[config.mk]
export PLATFORM = sky130hd
export DESIGN_NAME = dac_sample_feeder_flat
export DESIGN_NICKNAME = d
export VERILOG_FILES = /design/src/rtl/dac_sample_feeder_if.sv /design/src/rtl/dac_sample_feeder.sv /design/src/flat_wrapper.sv
export SDC_FILE = /design/constraint.sdc
export NUM_CORES = 1
export LEC_CHECK = 0
export CAP_MARGIN = 10
export CORE_ASPECT_RATIO = 0.6
export CORE_MARGIN = 1
export CORE_UTILIZATION = 43
export CTS_BUF_LIST = sky130_fd_sc_hd__clkbuf_8 sky130_fd_sc_hd__clkbuf_16
export CTS_CLUSTER_SIZE = 24
export DETAILED_ROUTE_END_ITERATION = 10
export PLACE_DENSITY = 0.64
export SLEW_MARGIN = 20
export SYNTH_ARGS = -nofsm -noshare
export SYNTH_HDL_FRONTEND = slang
export SYNTH_SLANG_ARGS = --single-unit
[constraint.sdc]
create_clock -name Clk -period 6.75 [get_ports Clk]
set_input_delay 2.025 -clock Clk [delete_from_list [all_inputs] [get_ports Clk]]
set_output_delay 2.025 -clock Clk [all_outputs]
set_load 0.005 [all_outputs]
[src/rtl/dac_sample_feeder_if.sv]
// Sample stream into the DAC feeder: signed 16-bit PCM over valid/ready.
interface dac_sample_feeder_if;
  logic [15:0] s_data;
  logic        s_valid;
  logic        s_ready;

  modport master (output s_data, output s_valid, input s_ready);
  modport slave  (input s_data, input s_valid, output s_ready);
endinterface

[src/rtl/dac_sample_feeder.sv]
// Buffers PCM samples in a small FIFO and releases one per sample period to
// the delta-sigma DAC as an offset-binary word; parks at mid-scale when idle.
module dac_sample_feeder #(
  parameter int unsigned DEPTH_LOG2 = 4,
  parameter int unsigned DIV_W      = 16
) (
  input  logic                  Clk,
  input  logic                  Reset,
  input  logic                  enable,
  input  logic [DIV_W-1:0]      rate_div,
  dac_sample_feeder_if.slave    stream,
  output logic [15:0]           dac_word,
  output logic                  sample_strobe,
  output logic [DEPTH_LOG2:0]   fifo_level,
  output logic                  underrun,
  input  logic                  underrun_clr
);

  localparam int unsigned DEPTH = 2 ** DEPTH_LOG2;
  localparam int unsigned PTR_W = DEPTH_LOG2 + 1;
  localparam logic [15:0] MID_SCALE = 16'h8000;

  logic [15:0]      mem [DEPTH];
  logic [PTR_W-1:0] wr_ptr;
  logic [PTR_W-1:0] rd_ptr;
  logic [DIV_W-1:0] cnt;
  logic [15:0]      head;
  logic             empty;
  logic             push;
  logic             tick;
  logic             pop;

  // Extra pointer bit makes the difference a full 0..DEPTH count.
  assign fifo_level     = wr_ptr - rd_ptr;
  assign empty          = (fifo_level == '0);
  assign stream.s_ready = (fifo_level != PTR_W'(DEPTH));
  assign push           = stream.s_valid && stream.s_ready;
  assign tick           = enable && (cnt >= rate_div);
  assign pop            = tick && !empty;
  assign head           = mem[rd_ptr[DEPTH_LOG2-1:0]];

  always_ff @(posedge Clk) begin
    if (push) begin
      mem[wr_ptr[DEPTH_LOG2-1:0]] <= stream.s_data;
    end
  end

  always_ff @(posedge Clk or posedge Reset) begin
    if (Reset) begin
      wr_ptr <= '0;
      rd_ptr <= '0;
    end else begin
      if (push) wr_ptr <= wr_ptr + PTR_W'(1);
      if (pop)  rd_ptr <= rd_ptr + PTR_W'(1);
    end
  end

  // Greater-or-equal compare so a lowered rate_div takes effect at once.
  always_ff @(posedge Clk or posedge Reset) begin
    if (Reset) begin
      cnt <= '0;
    end else if (!enable || tick) begin
      cnt <= '0;
    end else begin
      cnt <= cnt + DIV_W'(1);
    end
  end

  always_ff @(posedge Clk or posedge Reset) begin
    if (Reset) begin
      dac_word      <= MID_SCALE;
      sample_strobe <= 1'b0;
    end else if (!enable) begin
      dac_word      <= MID_SCALE;
      sample_strobe <= 1'b0;
    end else if (pop) begin
      dac_word      <= {~head[15], head[14:0]};
      sample_strobe <= 1'b1;
    end else begin
      sample_strobe <= 1'b0;
    end
  end

  // An empty tick outranks a simultaneous clear.
  always_ff @(posedge Clk or posedge Reset) begin
    if (Reset) begin
      underrun <= 1'b0;
    end else if (tick && empty) begin
      underrun <= 1'b1;
    end else if (underrun_clr) begin
      underrun <= 1'b0;
    end
  end

endmodule

[src/flat_wrapper.sv]
// flat-port wrapper written by rule: the top's interface ports become plain ports
module dac_sample_feeder_flat 
#(
  parameter int unsigned DEPTH_LOG2 = 4,
  parameter int unsigned DIV_W      = 16
)
  (Clk, Reset, enable, rate_div, dac_word, sample_strobe, fifo_level, underrun, underrun_clr, stream_s_data, stream_s_valid, stream_s_ready);
  dac_sample_feeder_if stream_i ();
  input  logic Clk;
  input  logic Reset;
  input  logic enable;
  input  logic [DIV_W-1:0] rate_div;
  output logic [15:0] dac_word;
  output logic sample_strobe;
  output logic [DEPTH_LOG2:0] fifo_level;
  output logic underrun;
  input  logic underrun_clr;
  input wire logic [$bits(stream_i.s_data)-1:0] stream_s_data;
  input wire logic [$bits(stream_i.s_valid)-1:0] stream_s_valid;
  output wire logic [$bits(stream_i.s_ready)-1:0] stream_s_ready;
  assign stream_i.s_data = stream_s_data;
  assign stream_i.s_valid = stream_s_valid;
  assign stream_s_ready = stream_i.s_ready;
  dac_sample_feeder #(.DEPTH_LOG2(DEPTH_LOG2), .DIV_W(DIV_W)) u_core (.Clk(Clk), .Reset(Reset), .enable(enable), .rate_div(rate_div), .stream(stream_i), .dac_word(dac_word), .sample_strobe(sample_strobe), .fifo_level(fifo_level), .underrun(underrun), .underrun_clr(underrun_clr));
endmodule
-- Word-level counts from Yosys, hierarchy flattened
Memory sizes are Yosys's and may differ from the RTL's.
Index checks and enable logic that the tools add are counted.
- register bits after elaboration: 44
- RAM bits: 256
- bits of input ports: 37
- logic and storage cells: 33
- memories kept: 1
- memories (memory ; words ; width ; rd ports ; clocked after memory_dff ; wr ports ; RTL line ; source):
    u_core.mem ; 16 ; 16 ; 1 ; 0 ; 1 ; dac_sample_feeder.sv:23 ; logic [15:0] mem [DEPTH];
- $add $sub $neg: 4
- $lt $le $gt $ge: 1
- equality and inequality tests: 2
- multiplexer cells: 9
- bitwise operators: 1
- reductions and logical operators: 9
- operators by type and width (cell ; count):
    $mux W16 ; 3
    $add A16 B1 Y16 const B ; 1
    $ge A16 B16 Y1 ; 1
    $add A5 B1 Y5 const B ; 2
    $mux W1 ; 6
    $logic_not A5 Y1 ; 1
    $ne A5 B5 Y1 const B ; 1
    $sub A5 B5 Y5 ; 1
    $logic_and A1 B1 Y1 ; 4
    $logic_not A1 Y1 ; 2
    $ne A2 B1 Y1 const B ; 1
    $reduce_bool A2 Y1 ; 1
    $logic_or A1 B1 Y1 ; 1
    $not A1 Y1 ; 1

-- Longest topological paths before layout
Gate-level depths: netlist of run 1.
- depth after elaboration: 6
- mapped depth: 11

-- Least setup slack after synthesis of run 1
No wires, ideal clock.
- kind: register to output
- start point: register u_core.rd_ptr[1]
- end point: output stream_s_ready
- arrival: 2.166 ns
- required time: 4.725 ns
- path slack: 2.559 ns
- stages on the path, launching flop included: 9
- cells stage by stage: dfrtp_1 > buf_2 > buf_1 > inv_1 > fa_1 > nand3b_1 > a211o_1 > nand2_1 > nand2_1
- longest elaborated chain between the ends: 2
- RTL lines (element ; RTL line ; source):
    start, declared ; dac_sample_feeder.sv:25 ; logic [PTR_W-1:0] rd_ptr;
    start signal, assigned ; dac_sample_feeder.sv:54 ; if (pop) rd_ptr <= rd_ptr + PTR_W'(1);
    $sub A5 B5 Y5 ; dac_sample_feeder.sv:34 ; assign fifo_level = wr_ptr - rd_ptr;
    net fifo_level[1] ; flat_wrapper.sv:15 ; output logic [DEPTH_LOG2:0] fifo_level;
    $ne A5 B5 Y1 ; dac_sample_feeder.sv:36 ; assign stream.s_ready = (fifo_level != PTR_W'(DEPTH));
    end, declared ; flat_wrapper.sv:20 ; output wire logic [$bits(stream_i.s_ready)-1:0] stream_s_ready;
The timed path passes the listed nets, and every way through them passes these cells.

-- Worst setup path in the final report of run 1
- start point: register u_core.rd_ptr[0]
- end point: output stream_s_ready
- longest elaborated chain between the ends: 2
- RTL lines (element ; RTL line):
    $sub A5 B5 Y5 ; dac_sample_feeder.sv:34
    $ne A5 B5 Y1 ; dac_sample_feeder.sv:36
No other way between the ends.

==> impl_metrics.json, run 1 <==
{
  "status": "finished clean",
  "antenna_found_initial": 0,
  "rsz0062_at_grt": "false",
  "totalWireLength_um": 27400,
  "cap_violations": 0,
  "worstHoldStart": "u_core.wr_ptr[4]$_DFFE_PP0P_",
  "yosys.area_share.adder_pct": 2.84,
  "num_rows": 47,
  "ys_types": 50,
  "reg2reg_slack_ns": 2.75,
  "grt_max_degree": 68,
  "start_util_pct": 43.9,
  "final_util_pct": 51.7,
  "min_period_ns": 5.47,
  "drtAntennaViolNets": 0,
  "cts_tree": "yes",
  "viasPerCell": 5.62,
  "fin_skew_ns": 0.0211,
  "p_leak_nw": 4.96,
  "ioPinCount": 61,
  "worstPathRequired_ns": 4.72,
  "cts.sinks": 300,
  "syn_area_mm2": 0.0122,
  "clk_pin_slew_ns": 0.07,
  "clk_path_buf_depth": 3,
  "place_hpwl_um": 17000,
  "hold_path.class": "reg -> reg",
  "fmax_mhz": 183,
  "crit_arrival_ns": 3.45,
  "synth_top_family_by_area": "multiplexers",
  "syn2layout_area_growth_pct": 17.8,
  "dr.pass1.iters": 5,
  "synth_compound_area_share_pct": 4.06,
  "rr_endpoint": "u_core.mem[3][0]$_DFFE_PP_",
  "p_switching_mw": 1.15,
  "cts_buffers": 28,
  "final_nets": 821,
  "vias": 6446,
  "p_sw_share_pct": 24.4,
  "crit_path_end_kind": "primary output",
  "p_seq_share_pct": 48.5,
  "hold_violations": 0,
  "die-width_um": 219,
  "cts-root-buf": "clkbuf_16",
  "grt_pass1_wl_um": 41800,
  "drive_gt1_share_pct": 18.4,
  "whs_path_depth": 1,
  "clk_latency_ns": 0.56,
  "placeableCoreArea_mm2": 0.0277,
  "synth_cells": 675,
  "synthMuxAreaShare_pct": 12.1,
  "regToRegStartpoint": "u_core.rd_ptr[0]$_DFFE_PP0P_",
  "tightest_slew_ns": 1.01,
  "whs_endpoint": "u_core.wr_ptr[4]$_DFFE_PP0P_",
  "power_density_mw_per_mm2": 329,
  "diodes": 0,
  "reg2reg_depth": 10,
  "syn_nets": 739,
  "cp-start-kind": "flip-flop",
  "final-max-slew-violation-count": 0,
  "drt_iter0_markers": 669,
  "cp_max_fo": 34,
  "synth_xor_xnor_area_share_pct": 1.80,
  "post-cts-setup-buffers": 0,
  "crit_type": "reg -> out",
  "die_h_um": 132,
  "fin_crit_sh_pct": 81.1,
  "ys_seq_area_share_pct": 72.2,
  "combPwrFrac_pct": 14.5,
  "fin_tns_setup_ns": 0,
  "ys_seq_elements": 300,
  "peakVddDrop_uv": 166,
  "wl_per_cell_um": 23.9,
  "grt_use_total_pct": 19.7,
  "ctsHoldBuffers": 0,
  "grt_pass1_vias": 6771,
  "drc_errors": 0,
  "io_buffers": 60,
  "synth.avg_cell_area_um2": 18.0,
  "overflow": 0,
  "p_int_mw": 3.56,
  "post_cts_resized": 0,
  "finalSetupViolations": 0,
  "slew_headroom_pct": 32.9,
  "synth-edff-count": 256,
  "ys_warn_count": 0,
  "p_clk_share_pct": 37.1,
  "synth_ff_type": "edfxtp_1",
  "die_area_mm2": 0.0290,
  "async_flop_share_pct": 14.7,
  "ctsHtreeMaxLevel": 1,
  "place.gp.congestion": 0.801,
  "synth-simple-area-share_pct": 5.16
}
-- state kept, by name (all words and copies together), names as in the netlist --
signal and count:
u_core.mem 256, u_core.cnt 16, u_core.dac_word 16, u_core.rd_ptr 5
u_core.wr_ptr 5, u_core.sample_strobe 1, u_core.underrun 1
-- per-layer routing --
layer / part of all wire [%] / wire (µm) / up-vias / track usage (%)
li1: - / - / 2834 / -
met1: 43 / 11900 / 3337 / 27.9
met2: 48 / 13100 / 234 / 31.6
met3: 7.6 / 2080 / 41 / 4.20
met4: 1.6 / 446 / 0 / 4.05
met5: 0 / 0 / - / 0
-- cells in the mapped netlist (all sizes together), types with 3 or more instances --
cell | n | area, µm²
nand2 | 45 | 169
and4 | 5 | 43.8
clkbuf | 14 | 53.8
buf | 14 | 68.8
nor2 | 33 | 124
edfxtp | 256 | 7690
o21ai | 18 | 90.1
nand3 | 27 | 135
xor2 | 15 | 131
a21oi | 5 | 25.0
nand2b | 3 | 18.8
a22oi | 30 | 225
nor3 | 4 | 20.0
inv | 27 | 101
mux4 | 64 | 1440
and3 | 5 | 31.3
ha | 26 | 325
dfrtp | 43 | 1080
xnor2 | 10 | 87.6
nand4 | 4 | 25.0
-- cells by family (layout without fill, tap and decap cells) --
group / after synthesis / after routing
buffers and inverters: 55 / 159
adders and majority gates: 27 / 27
AOI/OAI and AO/OA: 68 / 68
xor gates and xnor gates: 25 / 25
and+or+nand+nor: 134 / 134
muxes: 66 / 66
DFF: 300 / 300
-- power groups by stage --
stage | combinational [mW] | sequential (mW) | clock, mW
floorplan | 0.449 | 2.27 | 0
global placement | 0.656 | 2.31 | 0
detailed placement | 0.683 | 2.32 | 0
CTS | 0.685 | 2.29 | 1.78
global route | 0.732 | 2.30 | 1.85
finish | 0.682 | 2.28 | 1.75
-- worst max-delay path: stages (launching register included) --
cell and delay [ns]:
dfrtp_4 0.89, ha_1 0.28, inv_1 0.06, fa_1 0.48
nand3b_1 0.19, a211o_1 0.28, nand2_1 0.16, nand2_1 0.09
clkdlybuf4s50_1 0.45
-- layout make-up --
cell class | count | area [µm²]
clock buffer | 28 | 701
clock inverter | 24 | 335
fill | 2159 | 13400
inverter | 27 | 101
multi-input combinational | 320 | 3190
sequential | 300 | 8790
tap | 367 | 459
timing repair buffer | 80 | 751
-- worst max-delay path by stage --
stage / startpoint / end / slack [ns] / depth (start not counted)
after floorplan: u_core.rd_ptr[1]$_DFFE_PP0P_ / stream_s_ready / 2.56 / 8
final: u_core.rd_ptr[0]$_DFFE_PP0P_ / stream_s_ready / 1.28 / 8
after global placement: rate_div[11] / u_core.rd_ptr[1]$_DFFE_PP0P_ / 1.73 / 9
after detailed placement: rate_div[10] / u_core.rd_ptr[1]$_DFFE_PP0P_ / 1.64 / 9
after global routing: u_core.rd_ptr[0]$_DFFE_PP0P_ / stream_s_ready / 1.04 / 8
after CTS: u_core.rd_ptr[0]$_DFFE_PP0P_ / stream_s_ready / 1.24 / 8
-- cell usage in the layout (no fill, tap or decap), drive strengths merged, types with 8 or more instances in the layout --
cell | netlist | routed
a22oi | 30 | 30
buf | 14 | 20
bufinv | 0 | 8
clkbuf | 14 | 28
clkdlybuf4s50 | 0 | 60
clkinv | 0 | 9
dfrtp | 43 | 43
edfxtp | 256 | 256
ha | 26 | 26
inv | 27 | 34
mux4 | 64 | 64
nand2 | 45 | 45
nand3 | 27 | 27
nor2 | 33 | 33
o21ai | 18 | 18
xnor2 | 10 | 10
xor2 | 15 | 15
-- metrics by stage --
step	total power [mW]	hold slack [ns]	cell area, µm²	worst slack (ns)	std cells
2_1_floorplan	2.71	0.460	12200	2.56	675
3_3_place_gp	2.97	0.480	13300	1.73	1094
3_5_place_dp	3.01	0.475	13300	1.64	1094
4_1_cts	4.75	0.488	14300	1.24	1146
5_1_grt	4.89	0.514	14300	1.04	1146
6_report	4.71	0.486	14300	1.28	1146
Power figures use the tool's default switching activity.
==> inputs of run 2 (changes only) <==
--- a/config.mk
+++ b/config.mk
@@ -12,7 +12,7 @@
 export CTS_BUF_LIST = sky130_fd_sc_hd__clkbuf_8 sky130_fd_sc_hd__clkbuf_16
 export CTS_CLUSTER_SIZE = 24
 export DETAILED_ROUTE_END_ITERATION = 10
-export PLACE_DENSITY = 0.64
+export PLACE_DENSITY = 0.67
 export SLEW_MARGIN = 20
 export SYNTH_ARGS = -nofsm -noshare
 export SYNTH_HDL_FRONTEND = slang
==> constraint.sdc (replaced) <==
create_clock -name Clk -period 4.62 [get_ports Clk]
set_input_delay 1.386 -clock Clk [delete_from_list [all_inputs] [get_ports Clk]]
set_output_delay 1.386 -clock Clk [all_outputs]
set_load 0.005 [all_outputs]
==> run 2 against run 1 <==
First-iteration DRC count down 5.2%. Non-clock buffer count increased by 6. Core utilization fell by 0.33 points. Sequential share of layout area is 0.39 points higher. Clock skew fell by 0.011 ns. Worst hold slack barely moved. Final cell count barely moved. Clock power up 31%. Wire length decreased by 2.4%. Sequential cell count did not move. Sequential power up 45%. Global-route usage fell by 0.37 points. Highest routed layer unchanged.
==> impl_metrics.json, run 2 (same netlist as run 1, synthesis figures left out) <==
{
  "viasPerCell": 5.66,
  "final_common_cell": "edfxtp_1",
  "totalWireLength_um": 26800,
  "dr.pass1.iters": 5,
  "p_int_mw": 5.01,
  "crit_path_end_kind": "primary output",
  "wl_per_cell_um": 23.3,
  "fin_area_mm2": 0.0142,
  "drc_errors": 0,
  "placeableCoreArea_mm2": 0.0277,
  "post-cts-setup-buffers": 0,
  "placed_cells": 1100,
  "place_hpwl_um": 17000,
  "regToRegStartpoint": "u_core.wr_ptr[0]$_DFFE_PP0P_",
  "fin_skew_ns": 0.00996,
  "tightest_slew_ns": 1.08,
  "crit_chain": "inv_1, ha_1, inv_1, fa_1, nand3b_1, a211o_1, nand2_1, nand2_1, clkdlybuf4s50_1",
  "clk_latency_ns": 0.54,
  "rsz0062_at_grt": "false",
  "hold_path.class": "reg -> reg",
  "cp_num_buf_inv": 3,
  "place_ws_ns": 0.530,
  "overflow": 0,
  "drive_gt1_share_pct": 18.6,
  "clk_pin_slew_ns": 0.07,
  "antenna_found_initial": 0,
  "crit_type": "reg -> out",
  "ctsHoldBuffers": 0,
  "ctsHtreeMaxLevel": 1,
  "p_switching_mw": 1.62,
  "worstPathRequired_ns": 3.23,
  "place.gp.congestion": 0.823,
  "fmax_mhz": 231,
  "p_seq_share_pct": 49.9,
  "vias": 6497,
  "startpoint": "u_core.wr_ptr[0]$_DFFE_PP0P_",
  "worst_slack_ns": 0.299,
  "grt_max_degree": 68,
  "start_util_pct": 43.9,
  "io_buffers": 60,
  "diodes": 0,
  "slowest_delay_ns": 0.49,
  "cp_slowest_cell": "fa_1",
  "final-max-slew-violation-count": 0,
  "peakVddDrop_uv": 324,
  "die_area_mm2": 0.0290,
  "cp-start-kind": "flip-flop",
  "critPathTopFamily": "buffers and inverters",
  "cts_buffers": 26,
  "num_rows": 47,
  "p_sw_share_pct": 24.4,
  "hold_ws_ns": 0.486,
  "die_h_um": 132,
  "layout.cells.non_filler": 1147,
  "cts.sinks": 300,
  "post_cts_resized": 0,
  "final_nets": 825,
  "final_cell_mix": "256 x edfxtp_1, 64 x mux4_2, 60 x clkdlybuf4s50_1, 45 x nand2_1, 41 x dfrtp_1",
  "cts_tree": "yes",
  "cap_violations": 0,
  "drtAntennaViolNets": 0,
  "grt_pass1_vias": 6710,
  "grt_use_total_pct": 19.3,
  "ioPinCount": 61,
  "power_density_mw_per_mm2": 465,
  "slew_headroom_pct": 27.9,
  "combPwrFrac_pct": 15.5,
  "status": "finished clean",
  "die-width_um": 219,
  "cts-root-buf": "clkbuf_16",
  "drt_iter0_markers": 634,
  "placed_area_mm2": 0.0133,
  "fin_crit_sh_pct": 93.5,
  "final_util_pct": 51.4,
  "grt_pass1_wl_um": 41100,
  "syn2layout_area_growth_pct": 17.0,
  "hold_violations": 0,
  "finalSetupViolations": 0,
  "finalPower_mw": 6.63,
  "worstHoldStart": "u_core.wr_ptr[4]$_DFFE_PP0P_",
  "min_period_ns": 4.32,
  "p_leak_nw": 4.91,
  "crit_arrival_ns": 2.93,
  "clk_path_buf_depth": 3,
  "largest_reg_flops": 256,
  "cp_max_fo": 4,
  "p_clk_share_pct": 34.6,
  "fin_tns_setup_ns": 0
}
-- run 2: changes by cell type in the layout (fill, tap and decap cells not counted), moves of 2 or more --
cell | previous run | this run
inv_1 | 32 | 30
clkinv_8 | 2 | 0
bufinv_16 | 8 | 5
buf_4 | 20 | 26
clkinvlp_4 | 0 | 2
-- run 2: path summary, 6_finish.rpt --
path | end | slack (ns) | depth (start not counted)
worst max-delay path | stream_s_ready | 0.30 | 9
worst min-delay path | u_core.wr_ptr[4]$_DFFE_PP0P_ | 0.49 | 1
worst max register to register | u_core.mem[1][1]$_DFFE_PP_ | 1.06 | 11
worst min register to register | u_core.wr_ptr[4]$_DFFE_PP0P_ | 0.49 | 1
max in group asynchronous | u_core.rd_ptr[0]$_DFFE_PP0P_ | 2.51 | 2
min in group asynchronous | u_core.rd_ptr[0]$_DFFE_PP0P_ | 1.40 | 2
-- run 2: layer usage --
metal	GRT usage [%]	routed length (µm)
met1	29.5	12400
met2	29.1	12300
met3	3.41	1620
met4	4.01	448
met5	0	0
-- run 2: worst register-to-register path: stages, from the launching register on --
cell and delay [ns]:
dfrtp_1 0.42, inv_1 0.17, ha_1 0.18, inv_1 0.06
fa_1 0.40, xor2_1 0.25, nand4b_1 0.19, nand2_1 0.12
a21boi_4 0.29, nand2_1 0.18, nor3_2 0.61, buf_4 0.37
-- run 2: power by group through the flow --
stage	Clock (mW)	Sequential, mW	Combinational, mW
after floorplan	0	3.31	0.656
after CTS	2.33	3.30	1.05
after detailed placement	0	3.36	1.04
after global placement	0	3.34	1.01
after global routing	2.44	3.32	1.12
final	2.29	3.30	1.03
-- run 2: cell type report --
| type | instances | area [µm²] |
|---|---|---|
| clock buffer | 28 | 689 |
| clock inverter | 19 | 215 |
| fill | 2175 | 13500 |
| inverter | 27 | 101 |
| multi-input combinational | 320 | 3180 |
| sequential | 300 | 8790 |
| tap | 367 | 459 |
| timing repair buffer | 86 | 796 |
